## config.mk

```make
export PLATFORM = sky130hd
export DESIGN_NAME = down_timer8b
export DESIGN_NICKNAME = d
export VERILOG_FILES = /design/src/rtl/down_timer8b_pkg.sv /design/src/rtl/decrementer8b.sv /design/src/rtl/down_timer8b_tick_gen.sv /design/src/rtl/down_timer8b.sv
export SDC_FILE = /design/constraint.sdc
export NUM_CORES = 1
export LEC_CHECK = 0
export CAP_MARGIN = 10
export CORE_UTILIZATION = 49
export DETAILED_ROUTE_END_ITERATION = 7
export PLACE_DENSITY = 0.81
export RECOVER_POWER = 50
export SLEW_MARGIN = 40
export SYNTH_ARGS = -nofsm -noshare
export SYNTH_HDL_FRONTEND = slang
export SYNTH_SLANG_ARGS = --single-unit
```

## constraint.sdc

```tcl
create_clock -name clk -period 2.9 [get_ports clk]
set_input_delay 0.58 -clock clk [delete_from_list [all_inputs] [get_ports clk]]
set_output_delay 0.58 -clock clk [all_outputs]
set_load 0.03 [all_outputs]
```

## src/rtl/down_timer8b_pkg.sv

```systemverilog
// -----------------------------------------------------------------------------
// down_timer8b_pkg
// Shared definitions for the down_timer8b slice: data width, FSM state
// encoding and the prescaler width helper used by tick_gen.
// -----------------------------------------------------------------------------
package down_timer8b_pkg;

  localparam int TIMER_W = 8;

  // 2'b11 is not a legal state; the FSM recovers from it to IDLE.
  typedef enum logic [1:0] {
    ST_IDLE = 2'b00,
    ST_RUN  = 2'b01,
    ST_DONE = 2'b10
  } state_e;

  // Prescaler counter width: clog2(PRESCALE), never narrower than one bit.
  function automatic int prescale_w(input int prescale);
    return (prescale > 1) ? $clog2(prescale) : 1;
  endfunction

endpackage

```

## src/rtl/decrementer8b.sv

```systemverilog
// -----------------------------------------------------------------------------
// decrementer8b
// Combinational 8-bit decrement-by-one.
// Ports:
//   a      in  8  operand
//   d      out 8  a - 1 (wraps 0x00 -> 0xFF)
//   borrow out 1  high when a == 0x00
// -----------------------------------------------------------------------------
module decrementer8b (
  input  logic [7:0] a,
  output logic [7:0] d,
  output logic       borrow
);

  always_comb begin
    {borrow, d} = {1'b0, a} - 9'd1;
  end

endmodule

```

## src/rtl/down_timer8b_tick_gen.sv

```systemverilog
// -----------------------------------------------------------------------------
// tick_gen
// Prescaler for down_timer8b: emits one tick every PRESCALE enabled,
// non-held cycles.
// Ports:
//   clk   in  1  system clock
//   rst   in  1  synchronous active-high reset
//   clr   in  1  force the prescaler back to zero
//   en    in  1  counting enabled (timer is running)
//   hold  in  1  freeze the prescaler and suppress the tick
//   tick  out 1  combinational tick, high in the last prescaler slot
// -----------------------------------------------------------------------------
module tick_gen
  import down_timer8b_pkg::*;
#(
  parameter int PRESCALE = 1
) (
  input  logic clk,
  input  logic rst,
  input  logic clr,
  input  logic en,
  input  logic hold,
  output logic tick
);

  localparam int            PW   = prescale_w(PRESCALE);
  localparam logic [PW-1:0] LAST = PW'(PRESCALE - 1);

  logic [PW-1:0] pre_q, pre_d;

  always_comb begin
    tick  = en && !hold && (pre_q == LAST);
    pre_d = pre_q;
    if (clr) begin
      pre_d = '0;
    end else if (en) begin
      if (tick) begin
        pre_d = '0;
      end else if (!hold) begin
        pre_d = pre_q + PW'(1);
      end
    end
  end

  always_ff @(posedge clk) begin
    if (rst) begin
      pre_q <= '0;
    end else begin
      pre_q <= pre_d;
    end
  end

endmodule

```

## src/rtl/down_timer8b.sv

```systemverilog
// -----------------------------------------------------------------------------
// down_timer8b
// Loadable 8-bit count-down timer around decrementer8b, with a prescaled
// tick, start/pause/done handshake, single-step in IDLE and sticky underflow.
// Optional build macro: DOWN_TIMER8B_AUTO_RELOAD_EN adds a reload register
// (captured on every load) that restarts the countdown instead of finishing.
// Ports:
//   clk       in  1  system clock
//   rst       in  1  synchronous active-high reset
//   load      in  1  write load_val into count (priority below rst)
//   load_val  in  8  value written on load
//   start     in  1  begin countdown (IDLE only)
//   pause     in  1  freeze count and prescaler while running
//   step      in  1  single decrement in IDLE, wrap allowed
//   count     out 8  current count
//   busy      out 1  high while running
//   done      out 1  one-cycle completion pulse
//   underflow out 1  sticky: a committed decrement borrowed
// -----------------------------------------------------------------------------
module down_timer8b
  import down_timer8b_pkg::*;
#(
  parameter int PRESCALE = 1
) (
  input  logic               clk,
  input  logic               rst,
  input  logic               load,
  input  logic [TIMER_W-1:0] load_val,
  input  logic               start,
  input  logic               pause,
  input  logic               step,
  output logic [TIMER_W-1:0] count,
  output logic               busy,
  output logic               done,
  output logic               underflow
);

  state_e             state_q, state_d;
  logic [TIMER_W-1:0] count_q, count_d;
  logic               busy_q, busy_d;
  logic               done_q, done_d;
  logic               unf_q, unf_d;
  logic               pre_clr;
  logic               tick;
  logic [TIMER_W-1:0] dec_d;
  logic               dec_borrow;
`ifdef DOWN_TIMER8B_AUTO_RELOAD_EN
  logic [TIMER_W-1:0] reload_q, reload_d;
`endif

  decrementer8b u_dec (
    .a      (count_q),
    .d      (dec_d),
    .borrow (dec_borrow)
  );

  tick_gen #(.PRESCALE(PRESCALE)) u_tick (
    .clk  (clk),
    .rst  (rst),
    .clr  (pre_clr),
    .en   (state_q == ST_RUN),
    .hold (pause),
    .tick (tick)
  );

  always_comb begin
    state_d = state_q;
    count_d = count_q;
    unf_d   = unf_q;
    pre_clr = 1'b0;
    done_d  = 1'b0;
`ifdef DOWN_TIMER8B_AUTO_RELOAD_EN
    reload_d = load ? load_val : reload_q;
`endif
    case (state_q)
      ST_IDLE: begin
        if (load) begin
          count_d = load_val;
          unf_d   = 1'b0;
        end else if (start) begin
          pre_clr = 1'b1;
          // Starting from zero skips the countdown and finishes immediately.
          state_d = (count_q != '0) ? ST_RUN : ST_DONE;
        end else if (step) begin
          count_d = dec_d;
          unf_d   = unf_q | dec_borrow;
        end
      end
      ST_RUN: begin
        if (load) begin
          // Abort: no done pulse.
          count_d = load_val;
          state_d = ST_IDLE;
        end else if (tick) begin
          count_d = dec_d;
          unf_d   = unf_q | dec_borrow;
          if (count_q == TIMER_W'(1)) begin
`ifdef DOWN_TIMER8B_AUTO_RELOAD_EN
            if (reload_q != '0) begin
              // Restart in place: pulse done but never leave RUN.
              count_d = reload_q;
              done_d  = 1'b1;
            end else begin
              state_d = ST_DONE;
            end
`else
            state_d = ST_DONE;
`endif
          end
        end
      end
      ST_DONE: begin
        state_d = ST_IDLE;
        if (load) begin
          count_d = load_val;
        end
      end
      default: begin
        state_d = ST_IDLE;
      end
    endcase
    busy_d = (state_d == ST_RUN);
    done_d = done_d | (state_d == ST_DONE);
  end

  always_ff @(posedge clk) begin
    if (rst) begin
      state_q  <= ST_IDLE;
      count_q  <= '0;
      busy_q   <= 1'b0;
      done_q   <= 1'b0;
      unf_q    <= 1'b0;
`ifdef DOWN_TIMER8B_AUTO_RELOAD_EN
      reload_q <= '0;
`endif
    end else begin
      state_q  <= state_d;
      count_q  <= count_d;
      busy_q   <= busy_d;
      done_q   <= done_d;
      unf_q    <= unf_d;
`ifdef DOWN_TIMER8B_AUTO_RELOAD_EN
      reload_q <= reload_d;
`endif
    end
  end

  assign count     = count_q;
  assign busy      = busy_q;
  assign done      = done_q;
  assign underflow = unf_q;

endmodule
```

==> flow_summary.ini, run 1 <==
[floorplan]
io_pins = 25
fp.dieH_um = 44.10
start_util_pct = 55.08
die_x_um = 44.10
die_area_um2 = 1944
design.core.area_um2 = 1577
num_rows = 14

[critical_path]
critPathArrivalTime_ns = 2.29
required_ns = 3.06
slowest_delay_ns = 0.60
path_cells = dlygate4sd3_1, o21bai_1, a221oi_4, or2_2, o32ai_1
start_kind = input port
end_kind = flip-flop
crit_path_top_delay_cell = a221oi_4
crit_fanout = 15
crit_type = input port to flip-flop

[global_routing]
antenna_found_initial = 0
grt_pass1_vias = 733
grt-ovfl-total = 0
grt_usage_pct = 22.39
use_met2_pct = 34.12
grt_max_degree = 16
grt_pass1_wl_um = 3167
grt_util_met3_pct = 5.306
grt_use_met1_pct = 28.17
busiest_layer = met2

[power_and_ir_drop]
totalPowerFinal_uw = 612.4
leakage_nw = 0.4389
power_density_nw_per_um2 = 543.2
ir_worst_vdd_uv = 332.9

[clocking]
cts.sink_count = 14
path_clk_slew_ns = 0.09
clock_path_buffers = 2
holdBufCountCts = 0
cts_tree = yes
clock_latency_ns = 0.28
cts_made_buffers = 3
cts-htree-levels = 1
post_cts_buffers = 0
clockRootBuffer = clkbuf_4
ctsResizeCount = 0

[cells_and_area]
multiInputGateArea_um2 = 524.3
instances_no_fill = 141
final.fill_count = 118
seq_area_um2 = 280.3
syn_to_final_growth_pct = 29.83
drive_gt1_share_pct = 7.200
stdcell_area_um2 = 1127
antenna_cells = 0
layout.nets = 143

[timing]
clock_skew_ns = 0.002391
maxSlewViolCount = 0
fmax_ghz = 0.4709
fin_crit_sh_pct = 73.23
fin_crit_ns = 2.124
rsz0062_at_grt = no
setup_tns_ns = 0
finalHoldViolations = 0
max-slew-margin-rel_pct = 60.36
setup_viol = 0
tightest_slew_ns = 0.5946

[detailed_routing]
drt-total-wl_um = 1964
via_per_inst = 5.816
route.antenna.remaining_nets = 0
route.detailed.drc = 2
firstDrtPassIters = 8
vias = 820
drt_iter0_drc = 14
wl_per_cell_um = 13.93

[yosys]
ys_seq_elements = 14
avgSynthCellArea_um2 = 8.513
syn_nets = 119
yosysWarnings = 0
synth_area_um2 = 868.3
synth_seq_area_share_pct = 32.28
synth_cells = 102
synth_cell_type_count = 34

[status]
status = finished, violations left
violations = DRC

[place]
gp_congestion = 0.8830
placed_area_um2 = 1095
io_buffers = 24
dp.cells = 137
dpl.hpwl_um = 1428

[min_path]
min_path_type = flip-flop to flip-flop

[flow_run]
maxCapViolCount = 0
-- logic make-up after synthesis --
group,count (synthesis),synth area share [%]
mux,4,4.755
flops,14,32.28
buf+inv,12,7.349
fa+ha+maj,3,4.323
simple gates,43,29.11
compound gates,26,22.19
-- path summary, 6_finish.rpt --
path,slack [ns],endpoint,start,cells past startpoint
worst max-delay path,0.78,count[5]$_SDFFE_PP0P_,load,5
worst min-delay path,0.49,underflow$_SDFFE_PP0P_,underflow$_SDFFE_PP0P_,2
worst max register to register,1.23,count[1]$_SDFFE_PP0P_,state_q[1]$_SDFF_PP0_,4
worst min register to register,0.49,underflow$_SDFFE_PP0P_,underflow$_SDFFE_PP0P_,2
-- sequential cells by signal (all words and copies together), names as in the netlist --
signal and cells:
busy 1, count 8, done 1, state_q 2, u_tick.pre_q 1, underflow 1
-- per-layer routing --
| layer | part of all wire (%) | vias to the layer above |
|---|---|---|
| met3 | 4.9 | 8 |
| met1 | 48 | 364 |
| li1 | - | 419 |
| met4 | 3.4 | 0 |
| met5 | 0 | - |
| met2 | 43 | 29 |
-- power breakdown --
part	internal, mW	total (mW)	switching (mW)	leakage [nW]
clock	0.0765	0.144	0.0678	0.0210
combinational	0.105	0.232	0.127	0.303
sequential	0.212	0.237	0.0245	0.115
total	0.393	0.612	0.219	0.439
-- Yosys cell counts, drive strengths merged --
master / instances / share of area (%)
a211oi: 2 / 1.7
a21boi: 1 / 0.86
a21oi: 8 / 4.6
a221oi: 1 / 3.0
a31oi: 1 / 0.72
and3: 2 / 1.4
buf: 3 / 3.5
clkbuf: 3 / 1.3
dfxtp: 14 / 32
ha: 3 / 4.3
inv: 6 / 2.6
mux2: 1 / 1.3
mux2i: 3 / 3.5
nand2: 2 / 0.86
nand2b: 7 / 5.0
nand3: 1 / 0.58
nand3b: 1 / 0.86
nand4: 1 / 0.72
nor2: 8 / 3.7
nor2b: 5 / 3.6
nor3: 3 / 1.7
nor3b: 1 / 0.86
nor4: 4 / 3.6
nor4b: 1 / 1.0
o21ai: 4 / 2.3
o21bai: 1 / 0.86
o31a: 2 / 2.0
o32ai: 6 / 6.1
or2: 2 / 1.4
or3: 5 / 3.6
-- cell type report --
class / instances / share of cell area (%)
sequential: 14 / 24.86
timing repair buffer: 25 / 21.64
inverter: 6 / 1.998
clock buffer: 4 / 3.219
tap: 16 / 1.776
multi-input combinational: 76 / 46.50
-- cells in the final DEF (no fill, tap or decap), types with 3 or more instances in the layout --
master           Yosys  layout
dfxtp_1             14      14
nor2b_1              5       5
nor4_1               3       3
clkbuf_4             0       3
inv_1                6       6
or3_1                5       5
o21ai_0              4       4
mux2i_1              3       3
dlygate4sd3_1        0       7
o32ai_1              6       6
a21oi_1              8       8
ha_1                 3       3
nand2b_1             7       7
nor3_1               3       3
nor2_1               7       7
clkdlybuf4s50_1      0      17
-- metrics by stage --
stage / hold WS [ns] / worst slack, ns / util [%]
2_1_floorplan: 0.4695 / 1.317 / -
3_3_place_gp: 0.4672 / 0.6340 / 69.44
3_5_place_dp: 0.4823 / 0.5887 / 69.44
4_1_cts: 0.4971 / 0.8754 / 71.75
5_1_grt: 0.5082 / 0.6396 / 71.51
6_report: 0.4869 / 0.7763 / 71.51
-- critical path: cells and delay by family --
| family | cells | cell delay (ns) |
|---|---|---|
| and+or+nand+nor | 1 | 0.24 |
| AOI/OAI and AO/OA | 3 | 0.89 |
| buffers and inverters | 1 | 0.58 |
(Power assumes the default switching activity.)
==> run 2: changes to the inputs <==
--- a/config.mk
+++ b/config.mk
@@ -6,9 +6,9 @@
 export NUM_CORES = 1
 export LEC_CHECK = 0
 export CAP_MARGIN = 10
-export CORE_UTILIZATION = 49
+export CORE_UTILIZATION = 46
 export DETAILED_ROUTE_END_ITERATION = 7
-export PLACE_DENSITY = 0.81
+export PLACE_DENSITY = 0.77
 export RECOVER_POWER = 50
 export SLEW_MARGIN = 40
 export SYNTH_ARGS = -nofsm -noshare
==> constraint.sdc (replaced) <==
create_clock -name clk -period 2.2 [get_ports clk]
set_input_delay 0.44 -clock clk [delete_from_list [all_inputs] [get_ports clk]]
set_output_delay 0.44 -clock clk [all_outputs]
set_load 0.03 [all_outputs]
==> run 2 against run 1 <==
Sequential share of layout area shrank 0.78 points. Setup slack lost 0.46 ns. Die area up 6.2%. Clock skew fell by 0.0018 ns. Largest cell class unchanged. Combinational power is 35% higher. Non-clock buffer count increased by 4. The flow now finishes without violations. Sequential power rose by 31%. Largest power group is now combinational logic. Global-route usage increased by 0.69 points.
==> flow_summary.ini, run 2 (synthesis gave the netlist of run 1 again) <==
[place]
dpl.hpwl_um = 1569
gp_congestion = 0.8371
io_buffers = 24
dp.cells = 150
placed_area_um2 = 1136

[global_routing]
grt-ovfl-total = 0
grt_max_degree = 14
grt_pass1_vias = 786
grt_pass1_wl_um = 3381
antenna_found_initial = 0
grt_usage_pct = 23.08

[critical_path]
crit_buf_inv = 2
reg2reg_depth = 4
required_ns = 2.39
end_kind = flip-flop
critPathArrivalTime_ns = 2.07
start_kind = input port
worstReg2RegEnd = busy$_SDFF_PP0_
path_cells = dlygate4sd3_1, nor2b_1, a221oi_4, clkbuf_2, or2_2, o32ai_1
cp-startpoint = start
crit_path_top_delay_cell = dlygate4sd3_1
slowest_delay_ns = 0.57
crit_family = buffers and inverters
crit_fanout = 13
crit_type = input port to flip-flop
regToRegStartpoint = count[4]$_SDFFE_PP0P_
worst-r2r-setup-slack_ns = 0.45

[timing]
finalHoldViolations = 0
setup_tns_ns = 0
setup_viol = 0
max-slew-margin-rel_pct = 60.60
clock_skew_ns = 0.0006037
rsz0062_at_grt = no
fin_crit_sh_pct = 85.46
fin_crit_ns = 1.880
tightest_slew_ns = 0.5856
maxSlewViolCount = 0
fmax_ghz = 0.5319

[detailed_routing]
wl_per_cell_um = 13.13
via_per_inst = 5.500
firstDrtPassIters = 4
drt-total-wl_um = 2022
route.detailed.drc = 0
vias = 847
drt_iter0_drc = 26
route.antenna.remaining_nets = 0

[power_and_ir_drop]
p_int_uw = 522.6
p_sw_uw = 291.0
power_density_nw_per_um2 = 699.2
p_comb_share_pct = 38.5
ir_worst_vdd_uv = 412.8
netSwitchingFraction_pct = 35.77
power_frac_seq_pct = 38.1
leakage_nw = 0.4582
totalPowerFinal_uw = 813.6
clkPwrFrac_pct = 23.4

[status]
status = completed

[clocking]
cts.sink_count = 14
cts-htree-levels = 1
clock_latency_ns = 0.28
ctsResizeCount = 0
clockRootBuffer = clkbuf_4
clock_path_buffers = 2
post_cts_buffers = 0
cts_made_buffers = 3
cts_tree = yes
holdBufCountCts = 0
path_clk_slew_ns = 0.09

[min_path]
whs_path_depth = 2
min_path_type = flip-flop to flip-flop
min-delay-start = underflow$_SDFFE_PP0P_
min_to = underflow$_SDFFE_PP0P_

[cells_and_area]
mostFrequentLayoutCells = clkdlybuf4s50_1 (18), dfxtp_1 (14), a21oi_1 (8), nor2_1 (7), nand2b_1 (7)
final.fill_count = 159
layout.nets = 147
antenna_cells = 0
layout_commonest_cell = clkdlybuf4s50_1
syn_to_final_growth_pct = 34.01
drive_gt1_share_pct = 10.08
instances_no_fill = 154
stdcell_area_um2 = 1164
largest_reg_flops = 8

[floorplan]
io_pins = 25
die_x_um = 45.45
design.core.area_um2 = 1745
num_rows = 15
fp.dieH_um = 45.45
die_area_um2 = 2065
start_util_pct = 49.75

[flow_run]
maxCapViolCount = 0
[run 2: cell count changes in the layout (fill, tap and decap cells not counted)]
cell,previous run,this run
clkbuf_2,0,1
nor4_1,3,4
buf_4,0,4
clkdlybuf4s50_1,17,18
nor4_2,1,0
dlygate4sd3_1,7,6
clkbuf_1,1,0
[run 2: power groups by stage]
| stage | Combinational, mW | Clock, mW | Sequential (mW) |
|---|---|---|---|
| global route | 0.344 | 0.210 | 0.315 |
| floorplan | 0.172 | 0 | 0.355 |
| finish | 0.313 | 0.190 | 0.310 |
| CTS | 0.321 | 0.193 | 0.311 |
| global placement | 0.314 | 0 | 0.316 |
| detailed placement | 0.319 | 0 | 0.317 |
[run 2: through the flow]
stage               worst slack [ns]  hold WS [ns]  util [%]
CTS                           0.2961        0.4873     67.17
floorplan                     0.6226        0.4695         -
detailed placement            0.1258        0.4728     65.09
global placement              0.1825        0.4614     65.09
finish                        0.3198        0.4812     66.67
global route                  0.1834        0.5110     66.67
[run 2: worst max-delay path by stage]
stage                                  to  slack [ns]  cells past startpoint
global route        count[5]$_SDFFE_PP0P_        0.18                      6
CTS                              count[2]        0.30                      1
finish              count[6]$_SDFFE_PP0P_        0.32                      6
global placement    count[0]$_SDFFE_PP0P_        0.18                      5
detailed placement  count[6]$_SDFFE_PP0P_        0.13                      6
floorplan           count[7]$_SDFFE_PP0P_        0.62                      4
[run 2: area by class of cell]
| cell class | instances | area, um^2 | area share (%) |
|---|---|---|---|
| multi-input combinational | 76 | 518.0 | 44.52 |
| timing repair buffer | 29 | 275.3 | 23.66 |
| inverter | 6 | 22.52 | 1.935 |
| tap | 25 | 31.28 | 2.688 |
| sequential | 14 | 280.3 | 24.09 |
| clock buffer | 4 | 36.28 | 3.118 |
[run 2: layer usage]
metal	share of wire, %	track usage, %	vias up
met2	49	36.57	20
li1	-	-	428
met5	0	0	-
met3	4.2	4.762	2
met1	46	29.93	397
met4	0.59	10.30	0
[run 2: worst min-delay path, stage by stage, from the launching register on]
cell	delay, ns
dfxtp_1	0.32
o21ai_0	0.06
a21oi_1	0.06
==> run 3: changes to the inputs <==
--- a/config.mk
+++ b/config.mk
@@ -5,7 +5,9 @@
 export SDC_FILE = /design/constraint.sdc
 export NUM_CORES = 1
 export LEC_CHECK = 0
+export ABC_CLOCK_PERIOD_IN_PS = 2200
 export CAP_MARGIN = 10
+export CORE_MARGIN = 4
 export CORE_UTILIZATION = 46
 export DETAILED_ROUTE_END_ITERATION = 7
 export PLACE_DENSITY = 0.77
==> run 3 against run 2 <==
Sequential power barely moved. Clock power barely moved. Routed wire length rose by 4.0%. Critical path type is now flip-flop to primary output. Critical endpoint is now count[2]. Largest cell class unchanged. Largest power group unchanged. Highest routed layer unchanged.
==> flow_summary.ini, run 3 (synthesis gave the netlist of run 1 again) <==
[status]
status = completed

[place]
dp.cells = 147
io_buffers = 24
gp_congestion = 0.8745
dpl.hpwl_um = 1608
placed_area_um2 = 1114

[power_and_ir_drop]
power_density_nw_per_um2 = 708.8
totalPowerFinal_uw = 815.0
ir_worst_vdd_uv = 648.2
leakage_nw = 0.4426

[floorplan]
die_area_um2 = 2647
start_util_pct = 49.22
die_x_um = 51.45
num_rows = 15
design.core.area_um2 = 1764
fp.dieH_um = 51.45
io_pins = 25

[cells_and_area]
stdcell_area_um2 = 1150
final.fill_count = 177
post-route-util_pct = 65.18
layout.nets = 144
layout_commonest_cell = clkdlybuf4s50_1
syn_to_final_growth_pct = 32.42
mostFrequentLayoutCells = clkdlybuf4s50_1 (18), dfxtp_1 (14), a21oi_1 (8), nor2_1 (7), nand2b_1 (7)
largest_reg_flops = 8
instances_no_fill = 151
antenna_cells = 0
drive_gt1_share_pct = 8.730

[detailed_routing]
route.detailed.drc = 0
firstDrtPassIters = 4
route.antenna.remaining_nets = 0
via_per_inst = 5.563
wl_per_cell_um = 13.92
vias = 840
drt-total-wl_um = 2102
drt_iter0_drc = 10

[critical_path]
crit_family = buffers and inverters
crit_type = flip-flop to primary output
worst-r2r-setup-slack_ns = 0.49
crit_path_top_delay_cell = clkdlybuf4s50_1
slowest_delay_ns = 0.72
path_cells = clkdlybuf4s50_1
crit_buf_inv = 1
end_kind = primary output
start_kind = flip-flop
critPathArrivalTime_ns = 1.49
crit_fanout = 6
required_ns = 1.76

[clocking]
post_cts_buffers = 0
clockRootBuffer = clkbuf_4
cts_made_buffers = 3
holdBufCountCts = 0
ctsResizeCount = 0
path_clk_slew_ns = 0.09
cts_tree = yes
clock_path_buffers = 2
clock_latency_ns = 0.28
cts-htree-levels = 1
cts.sink_count = 14

[timing]
fin_crit_ns = 1.927
rsz0062_at_grt = no
fmax_ghz = 0.5190
maxSlewViolCount = 0
clock_skew_ns = 0.003156
tightest_slew_ns = 0.5193
max-slew-margin-rel_pct = 65.27
setup_tns_ns = 0
fin_crit_sh_pct = 87.59
setup_viol = 0
finalHoldViolations = 0

[min_path]
min_path_type = flip-flop to flip-flop

[global_routing]
grt_usage_pct = 17.55
antenna_found_initial = 0
grt_max_degree = 16
grt-ovfl-total = 0
grt_pass1_wl_um = 3512
grt_pass1_vias = 797

[flow_run]
maxCapViolCount = 0
run 3: cell types whose count changed in the layout (fill, tap and decap cells not counted), sizes merged:
cell	before	now
clkbuf	5	4
buf	4	2
run 3: path summary, 6_finish.rpt:
path | start | end | depth (start not counted)
setup / recovery | count[2]$_SDFFE_PP0P_ | count[2] | 1
hold / removal | underflow$_SDFFE_PP0P_ | underflow$_SDFFE_PP0P_ | 2
setup reg to reg | state_q[1]$_SDFF_PP0_ | count[3]$_SDFFE_PP0P_ | 4
hold reg to reg | underflow$_SDFFE_PP0P_ | underflow$_SDFFE_PP0P_ | 2
run 3: cell type report:
cell class	count	area, um^2	area share, %
multi-input cells	76	524.3	45.59
flip-flops and latches	14	280.3	24.37
repair buffers	26	255.2	22.20
clock buffers	4	36.28	3.156
well taps	25	31.28	2.720
inverters	6	22.52	1.959
run 3: power by group:
part / leakage [nW] / internal (mW) / total [mW] / switching (mW)
clock network: 0.0210 / 0.101 / 0.189 / 0.0887
logic: 0.307 / 0.144 / 0.314 / 0.171
registers: 0.115 / 0.280 / 0.311 / 0.0319
run 3: metal layers:
metal,up-vias,wire length (um),track usage [%]
li1,422,-,-
met1,388,984,21.55
met2,26,995,29.66
met3,4,89,3.790
met4,0,33,6.550
met5,-,0,0
run 3: per-stage QoR:
step | worst slack, ns | hold WS, ns
after CTS | 0.2692 | 0.4804
after global routing | 0.2239 | 0.5095
final | 0.2731 | 0.4740
after detailed placement | 0.1325 | 0.4660
after floorplan | 0.6226 | 0.4695
after global placement | 0.1924 | 0.4607
run 3: worst register-to-register path, stage by stage (launching register included):
cell and delay, ns:
dfxtp_1 0.44, nor2b_1 0.45, or2_0 0.37, a21oi_1 0.12, o32ai_1 0.24
